File: config.mk
export PLATFORM = sky130hd
export DESIGN_NAME = uart_rx_os
export DESIGN_NICKNAME = d
export VERILOG_FILES = /design/src/rtl/uart_pkg.sv /design/src/rtl/uart_os_tick.sv /design/src/rtl/uart_rx_os.sv
export SDC_FILE = /design/constraint.sdc
export NUM_CORES = 1
export LEC_CHECK = 0
export ABC_AREA = 0
export CAP_MARGIN = 20
export CORE_ASPECT_RATIO = 0.8
export CORE_UTILIZATION = 55
export CTS_CLUSTER_DIAMETER = 200
export DETAILED_ROUTE_END_ITERATION = 10
export GPL_TIMING_DRIVEN = 0
export PLACE_DENSITY = 0.77
export SYNTH_ARGS = -nofsm -noshare
export SYNTH_HDL_FRONTEND = slang
export SYNTH_SLANG_ARGS = --single-unit
File: constraint.sdc
create_clock -name clk -period 3.85 [get_ports clk]
set_input_delay 0.5775 -clock clk [delete_from_list [all_inputs] [get_ports clk]]
set_output_delay 0.5775 -clock clk [all_outputs]
set_load 0.01 [all_outputs]
File: src/rtl/uart_pkg.sv
// uart_pkg: shared UART constants, FSM encoding and parity helper
package uart_pkg;
  localparam int PARITY_NONE = 0;
  localparam int PARITY_EVEN = 1;
  localparam int PARITY_ODD  = 2;
  typedef enum logic [2:0] {ST_IDLE, ST_START, ST_DATA, ST_PARITY, ST_STOP} state_t;
  function automatic logic parity_bit(input logic xr, input int mode);
    return (mode == PARITY_ODD) ? ~xr : xr;
  endfunction
endpackage

File: src/rtl/uart_os_tick.sv
// uart_os_tick: oversample counter, strobes at mid-bit then once per bit period
module uart_os_tick #(
  parameter int OVERSAMPLE = 16
) (
  input  logic clk,
  input  logic rst_n,
  input  logic clr,
  input  logic en,
  output logic tick
);
  localparam int W = $clog2(OVERSAMPLE);
  logic [W-1:0] cnt;
  logic         first;
  assign tick = en & (cnt == (first ? W'(OVERSAMPLE / 2 - 1) : W'(OVERSAMPLE - 1)));
  // first strobe after half a period lands mid-start-bit; later ones a full period apart
  always_ff @(posedge clk or negedge rst_n)
    if (!rst_n) begin
      cnt   <= '0;
      first <= 1'b1;
    end else if (clr) begin
      cnt   <= '0;
      first <= 1'b1;
    end else if (en) begin
      cnt   <= tick ? '0 : cnt + W'(1);
      first <= tick ? 1'b0 : first;
    end
endmodule

File: src/rtl/uart_rx_os.sv
// uart_rx_os: oversampled UART receiver with parity/framing/overrun flags and rdy/ack
module uart_rx_os
  import uart_pkg::*;
#(
  parameter int DATA_BITS  = 8,
  parameter int OVERSAMPLE = 16,
  parameter int PARITY     = 0,
  parameter int STOP_BITS  = 1
) (
  input  logic                 clk,
  input  logic                 rst_n,
  input  logic                 en,
  input  logic                 x,
  input  logic                 ack,
  output logic                 rdy,
  output logic [DATA_BITS-1:0] data,
  output logic                 parity_err,
  output logic                 frame_err,
  output logic                 overrun
);
  localparam int BW = $clog2(DATA_BITS + 1);
  state_t               state;
  logic                 sync1, xs, xs_d;
  logic [BW-1:0]        bcnt;
  logic [DATA_BITS-1:0] sh;
  logic                 pe, fe, tick;
  uart_os_tick #(.OVERSAMPLE(OVERSAMPLE)) u_tick (
    .clk  (clk),
    .rst_n(rst_n),
    .clr  (state == ST_IDLE),
    .en   (state != ST_IDLE),
    .tick (tick)
  );
  // synchroniser, frame FSM, shift register and held output registers
  always_ff @(posedge clk or negedge rst_n)
    if (!rst_n) begin
      sync1      <= 1'b1;
      xs         <= 1'b1;
      xs_d       <= 1'b1;
      state      <= ST_IDLE;
      bcnt       <= '0;
      sh         <= '0;
      pe         <= 1'b0;
      fe         <= 1'b0;
      rdy        <= 1'b0;
      data       <= '0;
      parity_err <= 1'b0;
      frame_err  <= 1'b0;
      overrun    <= 1'b0;
    end else begin
      sync1 <= x;
      xs    <= sync1;
      xs_d  <= xs;
      if (ack && rdy) begin
        rdy        <= 1'b0;
        parity_err <= 1'b0;
        frame_err  <= 1'b0;
        overrun    <= 1'b0;
      end
      if (!en) state <= ST_IDLE;
      else
        case (state)
          ST_IDLE: if (xs_d && !xs) state <= ST_START;
          ST_START:
            if (tick) begin
              state <= xs ? ST_IDLE : ST_DATA;
              bcnt  <= '0;
              pe    <= 1'b0;
              fe    <= 1'b0;
            end
          ST_DATA:
            if (tick) begin
              sh   <= {xs, sh[DATA_BITS-1:1]};
              bcnt <= (bcnt == BW'(DATA_BITS - 1)) ? '0 : bcnt + BW'(1);
              if (bcnt == BW'(DATA_BITS - 1)) state <= (PARITY != PARITY_NONE) ? ST_PARITY : ST_STOP;
            end
          ST_PARITY:
            if (tick) begin
              pe    <= xs != parity_bit(^sh, PARITY);
              state <= ST_STOP;
            end
          ST_STOP:
            if (tick) begin
              bcnt <= bcnt + BW'(1);
              fe   <= fe | ~xs;
              if (bcnt == BW'(STOP_BITS - 1)) begin
                state      <= ST_IDLE;
                data       <= sh;
                parity_err <= pe;
                frame_err  <= fe | ~xs;
                overrun    <= rdy & ~ack;
                rdy        <= 1'b1;
              end
            end
          default: state <= ST_IDLE;
        endcase
    end
endmodule
* Word-level counts from Yosys, hierarchy flattened
Index checks and enable logic that the tools add are counted.
** Storage, ports and cells
- Bits in registers :: 37
- Input port bits :: 5
** Operators by class
- $add $sub $neg :: 2
- Eq/ne operators :: 18
- Mux-type cells :: 46
- Bitwise operators :: 5
- Reduce and logical (&&, ||, !) cells :: 19
** Operator list (number)
- 4-bit two-way mux :: 8
- 1-bit two-way mux :: 25
- 3-bit two-way mux :: 8
- 3-bit case mux with 5 select lines :: 1
- 3-bit by 2-bit != test with 1-bit output, second input constant :: 4
- 4-bit case mux with 3 select lines :: 1
- 4-bit AND reduction :: 3
- 3-bit != test, second input constant :: 3
- 4-bit by 1-bit adder with 4-bit output, second input constant :: 2
- 2-bit by 1-bit != test with 1-bit output, second input constant :: 4
- 2-bit nonzero test :: 4
- 8-bit XOR reduction :: 1
- 7-bit AND reduction :: 1
- 3-bit by 2-bit == test with 1-bit output, second input constant :: 2
- 3-bit nonzero test :: 2
- 5-bit AND reduction :: 1
- 4-bit by 3-bit == test with 1-bit output, second input constant :: 1
- 4-bit == test :: 1
- 4-bit zero test :: 1
- 1-bit case mux with 2 select lines :: 2
- 3-bit by 1-bit == test with 1-bit output, second input constant :: 1
- 3-bit == test, second input constant :: 1
- 3-bit zero test :: 1
- 3-bit AND reduction :: 1
- other kinds (8) :: 11

* Longest topological paths before layout
Gate-level depths: netlist of run 1.
- Word-level depth :: 6
- Mapped depth :: 7

* By module
A second synthesis of run 1 with hierarchy kept.
** Second synthesis, totals
- Cell total of the unflattened synthesis :: 155
- Area, all modules :: 1819.2 um^2
** By module, submodules not included
- uart_rx_os :: instances 1, cells each 135, area each 1584.0 um^2
- uart_os_tick :: instances 1, cells each 20, area each 235.2 um^2

* Worst setup path after synthesis of run 1
Ideal clock, no wire load.
- Kind :: reg2reg
- Start :: register u_tick.first
- End :: register sh[0]
- Setup time :: 125 ps
- Arrival time :: 1500 ps
- Path slack :: 2225 ps
- Cell stages (with the launch flop) :: 5
- Buffers on the path :: 1
- Clock period less this slack :: 1625 ps
- Cells stage by stage :: dfstp_2 > xor2_2 > and3_2 > buf_4 > mux2_2
** Between the ends
- Longest elaborated chain between the ends :: 4
** Ends and longest elaborated chain
- start: declaration :: RTL line uart_os_tick.sv:13 : logic first;
- start signal: assignment :: RTL line uart_os_tick.sv:25 : first <= tick ? 1'b0 : first;
- 4-bit two-way mux :: RTL line uart_os_tick.sv:14 : assign tick = en & (cnt == (first ? W'(OVERSAMPLE / 2 - 1) : W'(OVERSAMPLE - 1)));
- 4-bit == test :: RTL line uart_os_tick.sv:14
- 1-bit bitwise AND :: RTL line uart_os_tick.sv:14
- 3-bit AND reduction (no line)
- end signal: assignment :: RTL line uart_rx_os.sv:73 : sh <= {xs, sh[DATA_BITS-1:1]};
- end: declaration :: RTL line uart_rx_os.sv:25 : logic [DATA_BITS-1:0] sh;
Every way passes these cells.
A chain may end at the register's enable or synchronous reset.

* Worst setup path in the final report of run 1
- Start :: input en
- End :: register sh[5]
** Between the ends
- Longest elaborated chain between the ends :: 1
** Ends and longest elaborated chain
- start: declaration :: RTL line uart_rx_os.sv:12 : input logic en,
- 3-bit AND reduction (no line)
Every way passes these cells.

==> results of run 1 <==
stage by stage:
stage	hold WS (ns)	std cells	worst slack [ns]	utilization	cell area, sq um
floorplan	0.282	139	2.23	-	1770
global placement	0.348	195	1.43	0.645	1980
detailed placement	0.349	195	1.55	0.644	1970
CTS	0.359	203	1.84	0.682	2090
global route	0.361	203	1.77	0.682	2090
finish	0.358	203	1.84	0.682	2090
cell families after synthesis:
| group | count (synthesis) | synth area share |
|---|---|---|
| AOI/OAI and AO/OA | 23 | 0.0984 |
| DFF | 37 | 0.527 |
| adders and majority gates | 3 | 0.0212 |
| muxes | 18 | 0.120 |
| buffers and inverters | 11 | 0.0319 |
| xor gates and xnor gates | 12 | 0.0715 |
| and+or+nand+nor | 35 | 0.130 |
synth_stat cells (all sizes together):
| cell type | count | area (sq um) |
|---|---|---|
| a21oi | 3 | 15.0 |
| mux2 | 17 | 203 |
| nand2b | 1 | 6.26 |
| buf | 5 | 33.8 |
| nor3 | 4 | 20.0 |
| nor4b | 1 | 8.76 |
| inv | 6 | 22.5 |
| o2bb2ai | 1 | 8.76 |
| nand2 | 4 | 15.0 |
| xnor2 | 7 | 61.3 |
| nor2b | 4 | 25.0 |
| nand3 | 6 | 30.0 |
| ha | 3 | 37.5 |
| xnor3 | 1 | 22.5 |
| a31oi | 1 | 6.26 |
| xor2 | 4 | 42.6 |
| o21ai | 6 | 30.0 |
| and2 | 1 | 7.51 |
| o21bai | 1 | 7.51 |
| nand4 | 1 | 21.3 |
| o211a | 1 | 10.0 |
| nor3b | 3 | 32.5 |
| dfstp | 4 | 105 |
| a41o | 3 | 31.3 |
| and3 | 3 | 21.3 |
| mux2i | 1 | 10.0 |
| a21boi | 2 | 15.0 |
| or3b | 1 | 8.76 |
| a311o | 1 | 11.3 |
| a22o | 2 | 18.8 |
| nand4b | 2 | 17.5 |
| o211ai | 1 | 7.51 |
| a211oi | 1 | 12.5 |
| dfrtp | 33 | 826 |
| nor2 | 4 | 15.0 |
critical path: stages:
cell             delay [ns]
clkdlybuf4s50_1        0.58
and3_1                 0.30
and3_2                 0.20
buf_4                  0.16
mux2_2                 0.35
path summary, 6_finish.rpt:
path / from / endpoint / slack [ns] / cells after the start
worst max-delay path: en / sh[5] / 1.84 / 5
worst min-delay path: sync1 / xs / 0.36 / 0
worst max register to register: u_tick.first / sh[5] / 2.09 / 4
worst min register to register: sync1 / xs / 0.36 / 0
max in group asynchronous: rst_n / sh[5] / 2.97 / 1
min in group asynchronous: rst_n / rdy / 0.38 / 1
per-layer routing:
layer | up-vias | GRT usage | wire length, um
met3 | 5 | 0.0652 | 109
met2 | 17 | 0.344 | 1550
li1 | 539 | - | -
met5 | - | 0 | 0
met1 | 570 | 0.237 | 1430
met4 | 0 | 0.120 | 46
report_power, final:
group	internal, mW	switching [mW]	total (mW)
combinational	0.0163	0.0225	0.0387
clock	0.211	0.129	0.340
sequential	0.396	0.00497	0.401
total	0.623	0.156	0.779
final cells by class:
cell class	instances	area, sq um
fill	241	975
timing repair buffer	16	155
clock inverter	1	30.0
multi-input combinational	91	779
clock buffer	7	86.3
tap	40	50.0
sequential	37	931
buffer	5	33.8
inverter	6	22.5
sequential cells by signal (all words and copies together) (netlist names):
signal,flops
frame_err,1
xs,1
rdy,1
data,8
sh,8
state,3
overrun,1
parity_err,1
u_tick.cnt,4
fe,1
u_tick.first,1
pe,1
bcnt,4
sync1,1
xs_d,1
==> run_results.csv, run 1 <==
group,metric,value,unit
timing,tightest_slew,0.797,ns
global_route,global_route_overflow,0,
cells_and_area,n_antenna_cell,0,
yosys,yosysWarningCount,0,
die,design.core.area,3060,sq um
die,die_h,52.7,um
worst_setup_path,worst-endpoint-required,4.02,ns
worst_setup_path,worst-path-max-fanout,8,
cts,clk_path_buf_depth,2,
worst_setup_path,timing.critical_path.from_type,"input port",
pwr,cellLeakagePower,0.981,nW
pwr,vdd.ir_drop.worst,0.244,mV
die,die_area,3440,sq um
timing,drv_slew,0,
yosys,total_standard_cell_area_after_synthesis,1770,sq um
global_route,initial_antenna_violation_count,0,
timing,report.final.setup_viol,0,
die,starting_density_of_the_core,0.577,
route,postRouteWirelength,3.13,mm
cts,clock_sink_count,37,
cts,clock-root-buffer,"clkbuf_8",
cts,cts_hold_buffers,0,
global_route,grt_first_pass_wirelength,5.01,mm
run_status,outcome,"finished, final reports clean",
timing,layout_worst_path_cycle_share,0.521,
placement,hpwl_reported_at_the_end_of_detailed_placement,2.25,mm
yosys,yosysSeqAreaShare,0.527,
worst_setup_path,setup.worst_path.class,"input port to flip-flop",
timing,fmaxAchievable,498,MHz
route,detailedRoute.firstPassIterationCount,4,
pwr,fin_total_pwr,779,uW
yosys,number_of_nets_in_the_synthesized_netlist,147,
route,num_vias,1131,
die,die_width,65.4,um
route,drt-wirelength-per-cell,15.4,um
global_route,first_global_vias,1109,
yosys,post_synth.cell_area_avg,12.7,sq um
die,pin_count,17,
pwr,power_density,373,nW/um^2
cts,clk_transition_reported_paths,0.06,ns
timing,post-route-min-period,2.01,ns
cells_and_area,drive_above_1_share,0.276,
cts,number_of_setup_buffers_added_after_cts,0,
global_route,gr-usage-all-layers,0.207,
global_route,grt_max_degree,38,
placement,finalWeightedCongestion,0.831,
timing,worst_slew_margin_rel,0.469,
timing,rsz0062_at_grt,"no",
yosys,synthesis.instances,139,
route,drtIter0Drc,45,
worst_setup_path,data_arrival_time_of_the_worst_path,2.17,ns
cts,h-tree-depth,2,
cells_and_area,mostFrequentLayoutCells,"dfrtp_1, clkdlybuf4s50_1, mux2_2, xnor2_1",
worst_hold_path,min-delay-path-class,"flip-flop to flip-flop",
yosys,synth.lib_cells_used.distinct,43,
route,drc,0,
cts,post_cts_resized,0,
die,placement_rows,18,
cts,cts_tree,"built",
route,drt.antenna.violating_nets,0,
timing,hold_violations,0,
route,route.detailed.vias_per_inst,5.57,
cts,clock_latency,0.29,ns
placement,port_buffers,16,
cells_and_area,mostFrequentLayoutCell,"dfrtp_1",
worst_setup_path,setup.worst_path.end_class,"flip-flop",
timing,setup_tns,0,ns
timing,skew,0.00661,ns
cells_and_area,design.final.nets,170,
cells_and_area,areaGrowthSynthToFinish,18.2,%
cts,cts_made_buffers,5,
yosys,postSynthRegisterBits,37,
run,maxCapViolations,0,
(Power assumes the default switching activity.)
==> run 2: changes to the inputs <==
clock period = 2 ns   (was 3.85 ns; I/O delays follow)
==> results of run 2 <==
The final DEF is identical to that of run 1. Status: finished, final reports clean.
Main changes from that run: setup slack after placement 1.55 ns -> -0.0253 ns; clock-pin slew on the worst setup and hold paths 0.06 ns -> 0.07 ns; setup slack after layout 1.84 ns -> 0.243 ns; hold slack 0.358 ns -> 0.0980 ns; start point of the critical path en -> u_tick.first; register-to-register setup slack 2.09 ns -> 0.24 ns; total power 0.779 mW -> 1.50 mW; worst IR drop on VDD 0.244 mV -> 0.470 mV
==> run 3: changes to the inputs <==
clock period = 1.69 ns   (was 2 ns; I/O delays follow)
==> run 3 against run 2 <==
Non-clock buffer count increased by 2. Sequential share of layout area is 1.0 points lower. Routed wire length up 0.67%. Critical endpoint is now state[0].
==> run_results.csv, run 3 (same netlist as run 1, synthesis figures left out) <==
group,metric,value,unit
worst_setup_path,setup.worst_path.end_class,"flip-flop",
run,maxCapViolations,0,
cts,clock_latency,0.28,ns
cells_and_area,largest_registers,"data x8, sh x8",
timing,drv_slew,0,
global_route,first_global_vias,1117,
cells_and_area,mostFrequentLayoutCells,"dfrtp_1, clkdlybuf4s50_1, mux2_2, xnor2_1",
cells_and_area,fillers,237,
cts,cts_tree,"built",
die,die_h,52.7,um
route,drt.antenna.violating_nets,0,
timing,tightest_slew,0.786,ns
cts,clock-root-buffer,"clkbuf_8",
die,design.core.area,3060,sq um
timing,layout_worst_path_cycle_share,0.997,
route,postRouteWirelength,3.15,mm
global_route,grt_first_pass_wirelength,5.06,mm
run_status,outcome,"finished, final reports clean",
global_route,grt_max_degree,38,
global_route,global_route_overflow,0,
worst_hold_path,min-delay-path-class,"input port to async pin",
cts,clk_path_buf_depth,2,
route,drt-wirelength-per-cell,15.4,um
timing,setup_tns,0,ns
placement,placedInstanceArea,1970,sq um
timing,skew,0.00553,ns
die,die_width,65.4,um
worst_setup_path,worst-path-max-fanout,7,
cts,clk_transition_reported_paths,0.07,ns
timing,worst_slew_margin_rel,0.476,
pwr,vdd.ir_drop.worst,0.559,mV
cts,cts_hold_buffers,0,
cts,clock_sink_count,37,
worst_setup_path,timing.critical_path.from_type,"flip-flop",
global_route,initial_antenna_violation_count,0,
cells_and_area,mostFrequentLayoutCell,"dfrtp_1",
die,pin_count,17,
cells_and_area,n_antenna_cell,0,
cells_and_area,design.final.nets,172,
route,drc,0,
timing,fmaxAchievable,593,MHz
timing,post-route-min-period,1.68,ns
route,detailedRoute.firstPassIterationCount,4,
route,num_vias,1151,
route,drtIter0Drc,25,
timing,hold_violations,0,
timing,report.final.setup_viol,0,
pwr,cellLeakagePower,0.985,nW
global_route,gr-usage-all-layers,0.209,
cts,h-tree-depth,2,
placement,finalWeightedCongestion,0.831,
worst_setup_path,worst-endpoint-required,1.86,ns
worst_setup_path,data_arrival_time_of_the_worst_path,1.86,ns
pwr,fin_total_pwr,1.77,mW
cells_and_area,areaGrowthSynthToFinish,21.0,%
cells_and_area,finish.instance_area,2140,sq um
die,starting_density_of_the_core,0.577,
die,placement_rows,18,
die,die_area,3440,sq um
placement,hpwl_reported_at_the_end_of_detailed_placement,2.25,mm
cts,cts_made_buffers,5,
pwr,power_density,829,nW/um^2
placement,port_buffers,16,
worst_setup_path,setup.worst_path.class,"flip-flop to flip-flop",
route,route.detailed.vias_per_inst,5.61,
timing,rsz0062_at_grt,"yes",
worst_setup_path,r2r_setup_slack,0.005,ns
cells_and_area,drive_above_1_share,0.303,
[run 3: cell count changes in the layout (fill, tap and decap cells not counted), sizes merged]
cell,before,now
buf,6,8
[run 3: final timing paths]
| kind | startpoint | end | cells after the start |
|---|---|---|---|
| setup / recovery | u_tick.first | state[0] | 5 |
| hold / removal | rst_n | rdy | 1 |
| setup reg to reg | u_tick.first | state[0] | 5 |
| hold reg to reg | sync1 | xs | 0 |
| max in group asynchronous | rst_n | sh[5] | 1 |
| min in group clk | sync1 | xs | 0 |
[run 3: routing by layer]
layer	share of wire	track usage
met1	0.46	0.242
met2	0.48	0.344
met3	0.039	0.0652
met4	0.021	0.120
met5	0	0
[run 3: per-stage QoR]
stage	setup slack (ns)	instances	hold WS [ns]	utilization
finish	0.00508	205	0.0472	0.698
global route	-0.0386	205	0.114	0.698
CTS	0.00584	205	0.0719	0.695
detailed placement	-0.289	195	0.349	0.644
global placement	-0.405	195	0.348	0.645
floorplan	0.0651	139	-0.0421	-
[run 3: report_power, final]
| part | total (mW) | switching (mW) | internal [mW] |
|---|---|---|---|
| sequential | 0.913 | 0.0117 | 0.902 |
| clock | 0.769 | 0.289 | 0.481 |
| combinational | 0.0888 | 0.0512 | 0.0376 |
| total | 1.77 | 0.351 | 1.42 |
[run 3: critical path, stage by stage (launching register included)]
cell and delay, ns:
dfstp_2 0.58, xor2_4 0.12, buf_4 0.15, a311o_2 0.38, a41o_1 0.22, o211a_1 0.12
[run 3: cell type report]
class                           count  area [sq um]  area share
Sequential cell                    37           931       0.436
Multi-Input combinational cell     91           813       0.381
Timing Repair Buffer               19           178      0.0831
Clock buffer                        7          86.3      0.0404
Tap cell                           40          50.0      0.0234
Clock inverter                      1          30.0      0.0141
Buffer                              4          26.3      0.0123
Inverter                            6          22.5      0.0105
[run 3: repair_timing]
action / 4_1_cts / 5_1_grt
setup buffers: 2 / 1
gates resized for setup: 6 / 2
pin swaps: 1 / 0
endpoints found under the setup margin: 15 / 12
